==> config.mk <==
export PLATFORM = sky130hd
export DESIGN_NAME = ch_gather_flat
export DESIGN_NICKNAME = d
export VERILOG_FILES = /design/src/rtl/ch_gather_pkg.sv /design/src/rtl/ch_gather_if.sv /design/src/rtl/ch_gather_seq.sv /design/src/rtl/ch_gather.sv /design/src/flat_wrapper.sv
export SDC_FILE = /design/constraint.sdc
export NUM_CORES = 1
export LEC_CHECK = 0
export ABC_CLOCK_PERIOD_IN_PS = 4600
export CELL_PAD_IN_SITES_DETAIL_PLACEMENT = 1
export CELL_PAD_IN_SITES_GLOBAL_PLACEMENT = 1
export CORE_UTILIZATION = 40
export CTS_BUF_LIST = sky130_fd_sc_hd__clkbuf_8
export DETAILED_ROUTE_END_ITERATION = 10
export GPL_TIMING_DRIVEN = 1
export MAX_ROUTING_LAYER = met4
export PLACE_DENSITY = 0.85
export SLEW_MARGIN = 10
export SYNTH_ARGS = -nofsm -noshare
export SYNTH_HDL_FRONTEND = slang
export SYNTH_HIERARCHICAL = 1
export SYNTH_SLANG_ARGS = --single-unit
==> constraint.sdc <==
create_clock -name clk -period 4.6 [get_ports clk]
set_input_delay 1.15 -clock clk [delete_from_list [all_inputs] [get_ports clk]]
set_output_delay 1.15 -clock clk [all_outputs]
set_load 0.02 [all_outputs]
==> src/rtl/ch_gather_pkg.sv <==
// Shared channel constants and helpers for the serializer/gather pair.
// Channel tags are one-hot; counts outside 1..CH_MAX mean "all channels".
package ch_pkg;

  localparam int CH_W   = 16;
  localparam int CH_MAX = 8;

  function automatic logic [3:0] clamp_numch(input logic [3:0] numch);
    if (numch == 4'd0 || numch > 4'(CH_MAX))
      return 4'(CH_MAX);
    return numch;
  endfunction

  function automatic logic [CH_MAX-1:0] onehot(input logic [2:0] idx);
    return CH_MAX'(1) << idx;
  endfunction

endpackage

==> src/rtl/ch_gather_if.sv <==
// Serialized sample bus in, parallel frame out.
// The master drives samples; the gather block is the slave.
interface ch_gather_if #(
  parameter int W   = ch_pkg::CH_W,
  parameter int NCH = ch_pkg::CH_MAX
) ();

  logic             strobe;
  logic [3:0]       numch;
  logic [NCH-1:0]   ch_in;
  logic [W-1:0]     d_in;
  logic [NCH*W-1:0] d_out;
  logic             valid;
  logic             sync_err;
  logic [2:0]       ch_idx;

  modport master (
    output strobe, numch, ch_in, d_in,
    input  d_out, valid, sync_err, ch_idx
  );

  modport slave (
    input  strobe, numch, ch_in, d_in,
    output d_out, valid, sync_err, ch_idx
  );

endinterface

==> src/rtl/ch_gather_seq.sv <==
// Channel sequencer: expected index, latched frame length, tag compare.
// A channel-0 tag always starts a frame, whether expected or a resync.
module ch_gather_seq
  import ch_pkg::*;
#(
  parameter int NCH = CH_MAX
) (
  input  logic           clk,
  input  logic           rst,
  input  logic           strobe,
  input  logic [3:0]     numch,
  input  logic [NCH-1:0] ch_in,
  output logic           accept,
  output logic           last,
  output logic           resync,
  output logic           err,
  output logic [2:0]     idx,
  output logic [2:0]     pos,
  output logic [3:0]     n_eff
);

  logic [3:0] n_lat;
  logic [3:0] n_lat_d;
  logic [2:0] idx_d;
  logic       match;
  logic       start;

  always_ff @(posedge clk) begin
    if (rst) begin
      idx   <= '0;
      n_lat <= 4'(NCH);
    end else begin
      idx   <= idx_d;
      n_lat <= n_lat_d;
    end
  end

  always_comb begin
    match   = (ch_in == onehot(idx));
    start   = strobe && (ch_in == onehot(3'd0));
    accept  = strobe && match;
    resync  = start && (idx != 3'd0);
    err     = strobe && !match;
    n_eff   = start ? clamp_numch(numch) : n_lat;
    pos     = start ? 3'd0 : idx;
    last    = (accept || resync)
           && ({1'b0, pos} == n_eff - 4'd1);
    n_lat_d = start ? n_eff : n_lat;
    idx_d   = idx;
    if (last)
      idx_d = 3'd0;
    else if (accept || resync)
      idx_d = pos + 3'd1;
    else if (err)
      idx_d = 3'd0;
  end

endmodule

==> src/rtl/ch_gather.sv <==
// Reassembles one-hot tagged serial samples into a parallel frame.
// Completed frames land in d_out atomically with a one-cycle valid.
module ch_gather
  import ch_pkg::*;
#(
  parameter int W   = CH_W,
  parameter int NCH = CH_MAX
) (
  input logic         clk,
  input logic         rst,
  ch_gather_if.slave  bus
);

  logic [W-1:0]     shadow [NCH];
  logic [NCH*W-1:0] frame;
  logic             accept;
  logic             last;
  logic             resync;
  logic             err;
  logic [2:0]       idx;
  logic [2:0]       pos;
  logic [3:0]       n_eff;

  ch_gather_seq #(.NCH(NCH)) u_seq (
    .clk    (clk),
    .rst    (rst),
    .strobe (bus.strobe),
    .numch  (bus.numch),
    .ch_in  (bus.ch_in),
    .accept (accept),
    .last   (last),
    .resync (resync),
    .err    (err),
    .idx    (idx),
    .pos    (pos),
    .n_eff  (n_eff)
  );

  assign bus.ch_idx = idx;

  // Current sample merged in; lanes past the frame length read as zero.
  always_comb begin
    frame = '0;
    for (int k = 0; k < NCH; k++) begin
      if (k < int'(n_eff))
        frame[k*W +: W] = (k == int'(pos)) ? bus.d_in : shadow[k];
    end
  end

  always_ff @(posedge clk) begin
    if (rst) begin
      for (int k = 0; k < NCH; k++)
        shadow[k] <= '0;
      bus.d_out    <= '0;
      bus.valid    <= 1'b0;
      bus.sync_err <= 1'b0;
    end else begin
      bus.valid    <= last;
      bus.sync_err <= err;
      if (accept || resync)
        shadow[pos] <= bus.d_in;
      if (last)
        bus.d_out <= frame;
    end
  end

endmodule

==> src/flat_wrapper.sv <==
// flat-port wrapper written by rule: the top's interface ports become plain ports
module ch_gather_flat import ch_pkg::*;
#(
  parameter int W   = CH_W,
  parameter int NCH = CH_MAX
)
  (clk, rst, bus_strobe, bus_numch, bus_ch_in, bus_d_in, bus_d_out, bus_valid, bus_sync_err, bus_ch_idx);
  ch_gather_if #(.W(W), .NCH(NCH)) bus_i ();
  input logic clk;
  input logic rst;
  input wire logic [$bits(bus_i.strobe)-1:0] bus_strobe;
  input wire logic [$bits(bus_i.numch)-1:0] bus_numch;
  input wire logic [$bits(bus_i.ch_in)-1:0] bus_ch_in;
  input wire logic [$bits(bus_i.d_in)-1:0] bus_d_in;
  output wire logic [$bits(bus_i.d_out)-1:0] bus_d_out;
  output wire logic [$bits(bus_i.valid)-1:0] bus_valid;
  output wire logic [$bits(bus_i.sync_err)-1:0] bus_sync_err;
  output wire logic [$bits(bus_i.ch_idx)-1:0] bus_ch_idx;
  assign bus_i.strobe = bus_strobe;
  assign bus_i.numch = bus_numch;
  assign bus_i.ch_in = bus_ch_in;
  assign bus_i.d_in = bus_d_in;
  assign bus_d_out = bus_i.d_out;
  assign bus_valid = bus_i.valid;
  assign bus_sync_err = bus_i.sync_err;
  assign bus_ch_idx = bus_i.ch_idx;
  ch_gather #(.W(W), .NCH(NCH)) u_core (.clk(clk), .rst(rst), .bus(bus_i));
endmodule
### Yosys cells after proc, flatten, opt, wreduce, memory -nomap -nowiden

Memories as Yosys holds them, arrays and structs flattened. A register that Yosys moved wholly into a read port is not among the register bits.
Cells that the tools add are included.

* register bits: 137
* bits in writable memories: 128
* word-level logic and storage cells: 73
* input port bits: 31
* memories kept: 1
* output and inout bits: 133

* eq/ne operators: 10
* shift-type cells: 1
* reductions and logical operators: 14
* order comparisons: 9
* multiplexer cells: 31
* $add $sub $neg: 2

Memory list
* u_core.shadow: depth 8, width 16, read ports 8, clocked after memory_dff 1, wr ports 8, RTL line ch_gather.sv:14 `logic [W-1:0] shadow [NCH];`

Operators by type and width (count)
* two-way mux 16 bit: 17
* less-than comparator 3 x 4 -> 1 bit, first input constant: 4
* OR reduction 16 bit: 1
* equality test 3 bit, first input constant: 4
* two-way mux 3 bit: 4
* two-way mux 4 bit: 3
* equality test 8 x 1 -> 1 bit, second input constant: 1
* equality test 8 bit: 1
* less-than comparator 1 x 4 -> 1 bit, first input constant: 2
* less-than comparator 2 x 4 -> 1 bit, first input constant: 2
* << shifter 1 x 3 -> 8 bit, first input constant: 1
* two-way mux 1 bit: 7
* equality test 2 x 3 -> 1 bit, first input constant: 2
* logical AND 1 bit: 5
* equality test 3 x 4 -> 1 bit: 1
* greater-than comparator 4 bit, second input constant: 1
* zero test 4 bit: 1
* subtractor 4 x 1 -> 4 bit, second input constant: 1
* adder 3 x 1 -> 3 bit, second input constant: 1
* equality test 1 x 3 -> 1 bit, first input constant: 1
* zero test 3 bit: 1
* nonzero test 3 bit: 1
* logical OR 1 bit: 2
* nonzero test 2 bit: 1
* other kinds (2): 2

### Longest topological paths before layout

Gate-level depths: netlist (run 1).

* depth after elaboration: 9
* gate-level depth with buffers: 16
* mapped depth without buffers: 13

### Cells and area by module

Netlist (run 1), hierarchy kept.

By module, submodules not included
* ch_gather: cells an instance 883, instances 1, area each 10403.7 um^2
* ch_gather_seq: cells an instance 95, instances 1, area each 735.7 um^2

### Worst setup path after synthesis (run 1)

OpenSTA, ideal clock, no wires.

* kind: input -> register
* from: in bus_ch_in[4]
* to: mem u_core/shadow[1][0] (netlist bit), enable pin
* library setup time: 0.414 ns
* data arrival time: 3.628 ns
* path buffers: 2
* path slack: 0.558 ns
* required time: 4.186 ns
* stages on the path: 7
* path through: nor4b_2 > nand4_1 > buf_2 > and2_1 > buf_4 > nand2b_1 > o31ai_1

RTL lines
* start, declared: RTL line flat_wrapper.sv:13 `input wire logic [$bits(bus_i.ch_in)-1:0] bus_ch_in;`
* end, declared: RTL line ch_gather.sv:14

### Worst setup path in the final report (run 1)

* from: in bus_ch_in[7]
* to: reg u_core.bus.d_out[68]

* cells in the longest elaborated chain, start to end: 6

Ends and longest elaborated chain
* equality test 8 x 1 -> 1 bit: RTL line ch_gather_seq.sv:40 `start = strobe && (ch_in == onehot(3'd0));`
* logical AND 1 bit: RTL line ch_gather_seq.sv:40
* two-way mux 4 bit: RTL line ch_gather_seq.sv:44 `n_eff = start ? clamp_numch(numch) : n_lat;`
* subtractor 4 x 1 -> 4 bit: RTL line ch_gather_seq.sv:47 `&& ({1'b0, pos} == n_eff - 4'd1);`
* equality test 3 x 4 -> 1 bit: RTL line ch_gather_seq.sv:47
* logical AND 1 bit *: RTL line ch_gather_seq.sv:47
* named net u_core.last: RTL line ch_gather.sv:17 `logic last;`
* end signal, assigned: RTL line ch_gather.sv:63 `bus.d_out <= frame;`
* end, declared: RTL line ch_gather_if.sv:24 `output d_out, valid, sync_err, ch_idx`

Mark *: on every way through the listed nets, which the timed path passes. The rest lies on a longest branch.
A chain may end at the register's enable or synchronous reset.

==> results.md, run 1 <==
- Final setup viols: 0
- Vias per cell: 5.165
- CP Max Fanout: 16
- Ys flop type: dfxtp_1
- First-pass GRT wire length: 47.74 mm
- Drt pass-1 iters: 4
- Cells after Synth: 978
- Area delta synth->final: 26.65%
- GRT overflow: 0
- Worst path cell trace: clkdlybuf4s50_1, nor4b_2, nand4_1, buf_4, a21oi_1, ha_1, xnor2_1, nor2_1, nand4_1, nand2_1, and2_1, nor2b_1, buf_4, o21ai_2, o21ai_1
- Leak: 5.523 nW
- CTS resizes: 0
- Comb power frac: 0.039
- Post-synth top area share: 0.3451
- YS warnings: 6
- GRT Util Overall: 0.2235
- Final worst slack: 604.3 ps
- Syn_nets: 1011
- Crit Path Class: in -> reg
- MaxCap Viol Count: 0
- Clk slew on worst S/H paths: 60 ps
- Largest net degree at the start of global routing: 82
- Final count of pins violating max slew: 0
- Gpl congestion: 0.8743
- Sequential-to-total area share from yosys stat: 0.5913
- FF-to-FF setup slack: 1480 ps
- Async SR Flop Fraction: 0
- DIE AREA: 0.02852 mm2
- Synth cell types: 53
- Worst-case clock skew: 21.85 ps
- Status: finished, final reports clean
- Relative slew slack: 0.3349
- Worst EP required: 5040 ps
- Yosys reg bits: 265
- Cell family with most CP delay: simple AND/OR/NAND/NOR gates
- Port bufs: 163
- WL per Instance: 19.90 um
- Initial DRC Count: 458
- Initial Util: 0.4110
- Cell Pwr Density: 334.1 mW/mm2
- Worst setup SP type: primary input
- Die extent in x: 168.9 um
- H-Tree Depth: 2
- Via count: 8084
- Hold Crit Class: reg -> reg
- Dpl hpwl: 20.38 mm
- CTS Buf Count: 44
- Sequential fraction of design power: 0.534
- Design internal power: 3.659 mW
- Worst Tran Pin Value: 992.2 ps
- Fin. Hold Viols: 0
- Place WS: 87.04 ps
- Share of post-route cells with drive strength above 1: 0.1065
- Clock root cell: clkbuf_8
- Clock Latency Late Sink: 540 ps
- # DRC: 0
- Final cycle utilization of the critical path: 0.8686
- I/O pin total: 164
- Sw frac: 0.2238
- Hold-fix buffers, CTS: 0
- Detailed Route WL: 31.14 mm
- Slowest stage cell, crit path: clkdlybuf4s50_1
- Tot Pwr: 4.714 mW
- EDFF count, synth: 128
- Site row count: 60
- Area leader, netlist: edfxtp_1
- Fin Setup TNS: 0 ps
- Area contributors post-synth: edfxtp_1 (35%), dfxtp_1 (25%), mux2i_1 (12%), and2_1 (7.4%), o21ai_1 (5.9%)
- CP Buf/Inv Count: 3
- Die height: 168.9 um
- TritonCTS clock tree: yes
- RSZ-0062 raised after global routing: no
- Crit path largest cell delay: 490 ps
- Clock sink count: 265
- F_max: 0.2503 GHz
- Syn avg cell area: 11.39 um2
- Clk pwr share: 0.427
- Clk buf depth: 3
- Post-CTS setup buffers: 0
- Crit path DAT: 4430 ps
- Final Critical Period: 3996 ps
- Crit. End Element: flip-flop
- Synthesized area: 0.01114 mm2
- Core area: 0.02710 mm2
- Number of global-route vias before repair: 8526
- Detail Route Antenna Nets: 0
- Max VDD drop: 195.0 uV
- Final Net Count: 1193
- Antenna violations before repair: 0
- Sw power: 1.055 mW
==> power groups by stage <==
stage | Sequential [mW] | Clock, mW | Combinational [mW]
after floorplan | 2.56 | 0 | 0.0859
after global placement | 2.56 | 0 | 0.177
after detailed placement | 2.57 | 0 | 0.182
after CTS | 2.52 | 2.07 | 0.184
after global routing | 2.52 | 2.15 | 0.195
final | 2.52 | 2.01 | 0.183
==> cell usage in the layout, fill, tap and decap left out, types with 5 or more instances in the layout <==
master,netlist,layout
or2_1,6,6
clkbuf_8,0,53
xnor2_1,7,7
buf_4,7,39
clkdlybuf4s50_1,0,163
nor2b_1,6,6
and2_1,132,132
o21ai_1,131,131
inv_1,4,22
nand2b_1,6,6
nand2_1,143,143
nor2_1,11,10
dfxtp_1,137,137
mux2i_1,130,130
edfxtp_1,128,128
o21ai_0,5,5
==> tightest hold or removal path, stage by stage (launching register included) <==
cell and delay, ps:
dfxtp_1 310, nand2_1 50, o21ai_1 50
==> registers in the layout (all words and copies together), names as in the netlist <==
name,cells
u_core/u_seq/idx,3
u_core/shadow,128
u_core/bus.d_out,128
u_core/u_seq/n_lat,4
u_core/bus.valid,1
u_core/bus.sync_err,1
==> kinds of logic (layout without fill, tap and decap cells) <==
kind of cell    count (synthesis)  in the layout  share of synthesized area
compound gates                158            158                    0.07829
other cells                     0              1                          0
mux                           130            130                     0.1168
xor+xnor                        8              8                   0.006290
simple gates                  341            341                     0.1692
fa+ha+maj                       2              2                   0.002246
flops                         265            265                     0.5913
buf+inv                        74            288                    0.03594
==> routing by layer <==
| layer | vias to the layer above | global-route usage | wire length [um] |
|---|---|---|---|
| met1 | 4041 | 0.2766 | 13840 |
| met4 | 0 | 0.09130 | 994 |
| met5 | - | - | 0 |
| met3 | 65 | 0.03063 | 1227 |
| met2 | 211 | 0.3687 | 15080 |
| li1 | 3767 | - | - |
==> final timing paths <==
kind / endpoint / cells after the start / startpoint
max: u_core/bus.d_out[68] / 15 / bus_ch_in[7]
min: u_core/bus.d_out[8] / 2 / u_core/bus.d_out[8]
min reg2reg: u_core/bus.d_out[8] / 2 / u_core/bus.d_out[8]
max reg2reg: u_core/shadow[4][10] / 7 / u_core/u_seq/idx[0]
==> per-stage QoR <==
step	hold WS [ps]	cells	cell area (um2)	utilization
after floorplan	481.6	978	11140	-
after global placement	434.0	1486	13250	0.4890
after detailed placement	442.8	1486	13250	0.4890
after CTS	450.8	1564	14110	0.5205
after global routing	471.1	1564	14110	0.5205
final	447.0	1565	14110	0.5206
==> Yosys cell counts (all sizes together) (2+ instances only) <==
library cell,number
buf,43
nor4,5
nor3,8
and2,132
xnor2,7
nor3b,6
mux2i,130
a21oi,4
edfxtp,128
nand4,3
nand2,143
dfxtp,137
ha,2
clkbuf,27
nor2b,6
or2,7
nor2,13
o21ai,138
nand2b,6
nand4b,2
and3,2
o31ai,4
a21boi,2
nand3b,4
inv,4
==> area by class of cell <==
type / instances / area (um2)
sequential: 265 / 6586
tap: 372 / 465.4
antenna: 1 / 2.502
multi-input combinational: 639 / 4180
clock buffer: 53 / 729.5
inverter: 4 / 15.01
fill: 2923 / 12990
timing repair buffer: 206 / 2004
clock inverter: 25 / 125.1
Note: power is estimated with default switching activity, not from simulation.
==> run 2: changes to the inputs <==
--- a/config.mk
+++ b/config.mk
@@ -8,6 +8,7 @@
 export ABC_CLOCK_PERIOD_IN_PS = 4600
 export CELL_PAD_IN_SITES_DETAIL_PLACEMENT = 1
 export CELL_PAD_IN_SITES_GLOBAL_PLACEMENT = 1
+export CORE_ASPECT_RATIO = 0.5
 export CORE_UTILIZATION = 40
 export CTS_BUF_LIST = sky130_fd_sc_hd__clkbuf_8
 export DETAILED_ROUTE_END_ITERATION = 10
==> run 2 against run 1 <==
Clock power is 13% lower. Fmax is 4.5% lower. Die area is 0.14% higher. Critical path depth is 1 lower. Register-to-register slack worse by 70 ps. Sequential share of layout area is 0.69 points higher. Cell count is 0.83% lower. Clock-buffer cell count is 11 lower. Critical path type unchanged. Flip-flop and latch count stayed put.
==> results.md, run 2 (synthesis gave the netlist of run 1 again) <==
- Leak: 5.416 nW
- Placed Instances: 1482
- Initial DRC Count: 631
- Site row count: 42
- Clock root cell: clkbuf_8
- Fin Setup TNS: 0 ps
- Core area: 0.02691 mm2
- Final count of pins violating max slew: 0
- Post-CTS setup buffers: 0
- Drt pass-1 iters: 5
- Fin. Hold Viols: 0
- GRT Util Overall: 0.2367
- Final Net Count: 1182
- Final Critical Period: 4186 ps
- Die extent in x: 238 um
- Fin cells: 1552
- Worst Tran Pin Value: 954.4 ps
- Place WS: -50.62 ps
- Antenna violations before repair: 2
- Max VDD drop: 146.6 uV
- Port bufs: 163
- Worst EP required: 5050 ps
- Relative slew slack: 0.3618
- CTS resizes: 0
- TritonCTS clock tree: yes
- WL per Instance: 21.14 um
- CTS Buf Count: 39
- Detailed Route WL: 32.81 mm
- Worst hold slack: 456.1 ps
- First-pass GRT wire length: 50.54 mm
- Area delta synth->final: 24.81%
- Clock Latency Late Sink: 540 ps
- Gpl congestion: 0.8399
- Crit Path Class: in -> reg
- F_max: 0.2389 GHz
- Crit. End Element: flip-flop
- Clock sink count: 265
- H-Tree Depth: 2
- Cell area after layout: 0.01390 mm2
- DIE AREA: 0.02856 mm2
- Most frequent cells in the layout: clkdlybuf4s50_1 (163), nand2_1 (143), dfxtp_1 (137), and2_1 (132), o21ai_1 (131)
- Hold-fix buffers, CTS: 0
- Most common cell after layout, fill and taps aside: clkdlybuf4s50_1
- Crit path DAT: 4630 ps
- Clk buf depth: 3
- MaxCap Viol Count: 0
- Dpl hpwl: 22.08 mm
- Initial Util: 0.4140
- Clk slew on worst S/H paths: 60 ps
- Post-DP Area: 0.01321 mm2
- Detail Route Antenna Nets: 0
- Worst-case clock skew: 17.27 ps
- I/O pin total: 164
- RSZ-0062 raised after global routing: no
- Cell Pwr Density: 320.0 mW/mm2
- Hold Crit Class: reg -> reg
- CP Max Fanout: 16
- Number of global-route vias before repair: 8868
- Final worst slack: 414.3 ps
- Antenna Cells: 0
- Status: finished, final reports clean
- GRT overflow: 0
- Final cycle utilization of the critical path: 0.9099
- Final setup viols: 0
- Vias per cell: 5.232
- Share of post-route cells with drive strength above 1: 0.09253
- Worst setup SP type: primary input
- # DRC: 0
- Largest net degree at the start of global routing: 35
- Largest registers: u_core/bus.d_out x128, u_core/shadow x128, u_core/u_seq/n_lat x4
- Die height: 120 um
- Via count: 8120
-- run 2: cell count changes in the layout (fill, tap and decap cells not counted) --
cell        change
clkbuf_8       -11
buf_4           -6
inv_1           +3
clkinv_2        -2
bufinv_16       -1
clkinv_1        +1
clkinvlp_4      +1
diode_2         -1
inv_6           +1
-- run 2: cell type report --
class,instances,area [um2]
multi-input combinational,639,4180
sequential,265,6586
clock buffer,42,578.1
fill,2887,13000
clock inverter,28,116.4
inverter,4,15.01
timing repair buffer,200,1959
tap,374,467.9
-- run 2: stage by stage --
stage            util  power [mW]
2_1_floorplan       -       2.649
3_3_place_gp   0.4909       2.744
3_5_place_dp   0.4909       2.756
4_1_cts        0.5167       4.481
5_1_grt        0.5167       4.593
6_report       0.5167       4.449
-- run 2: where the power goes --
part / internal, mW / switching (mW)
logic: 0.0609 / 0.130
clock network: 0.844 / 0.898
registers: 2.50 / 0.0120
-- run 2: routing by layer --
metal	part of all wire	GRT usage	vias to the layer above	wire, um
met5	0	-	-	0
met4	0.025	0.07813	0	830
met3	0.043	0.03865	60	1427
met2	0.51	0.4068	201	16620
met1	0.42	0.2850	4129	13930
li1	-	-	3730	-
-- run 2: path summary, 6_finish.rpt --
| path | slack (ps) | startpoint | endpoint | cells after the start |
|---|---|---|---|---|
| worst min-delay path | 460 | u_core/bus.d_out[51] | u_core/bus.d_out[51] | 2 |
| worst max register to register | 1410 | u_core/u_seq/idx[0] | u_core/shadow[5][12] | 7 |
| worst min register to register | 460 | u_core/bus.d_out[51] | u_core/bus.d_out[51] | 2 |
| worst max-delay path | 410 | bus_ch_in[4] | u_core/bus.d_out[92] | 14 |
-- run 2: worst max-delay path, cell delays in order --
cell	delay, ps
clkdlybuf4s50_1	490
nor4b_2	310
nand4_1	240
mux2i_1	350
ha_1	270
xnor2_1	150
xnor2_1	140
nand4_1	130
nand2_1	140
and2_1	200
nor2b_1	140
buf_4	170
nand2_1	420
o21ai_1	320
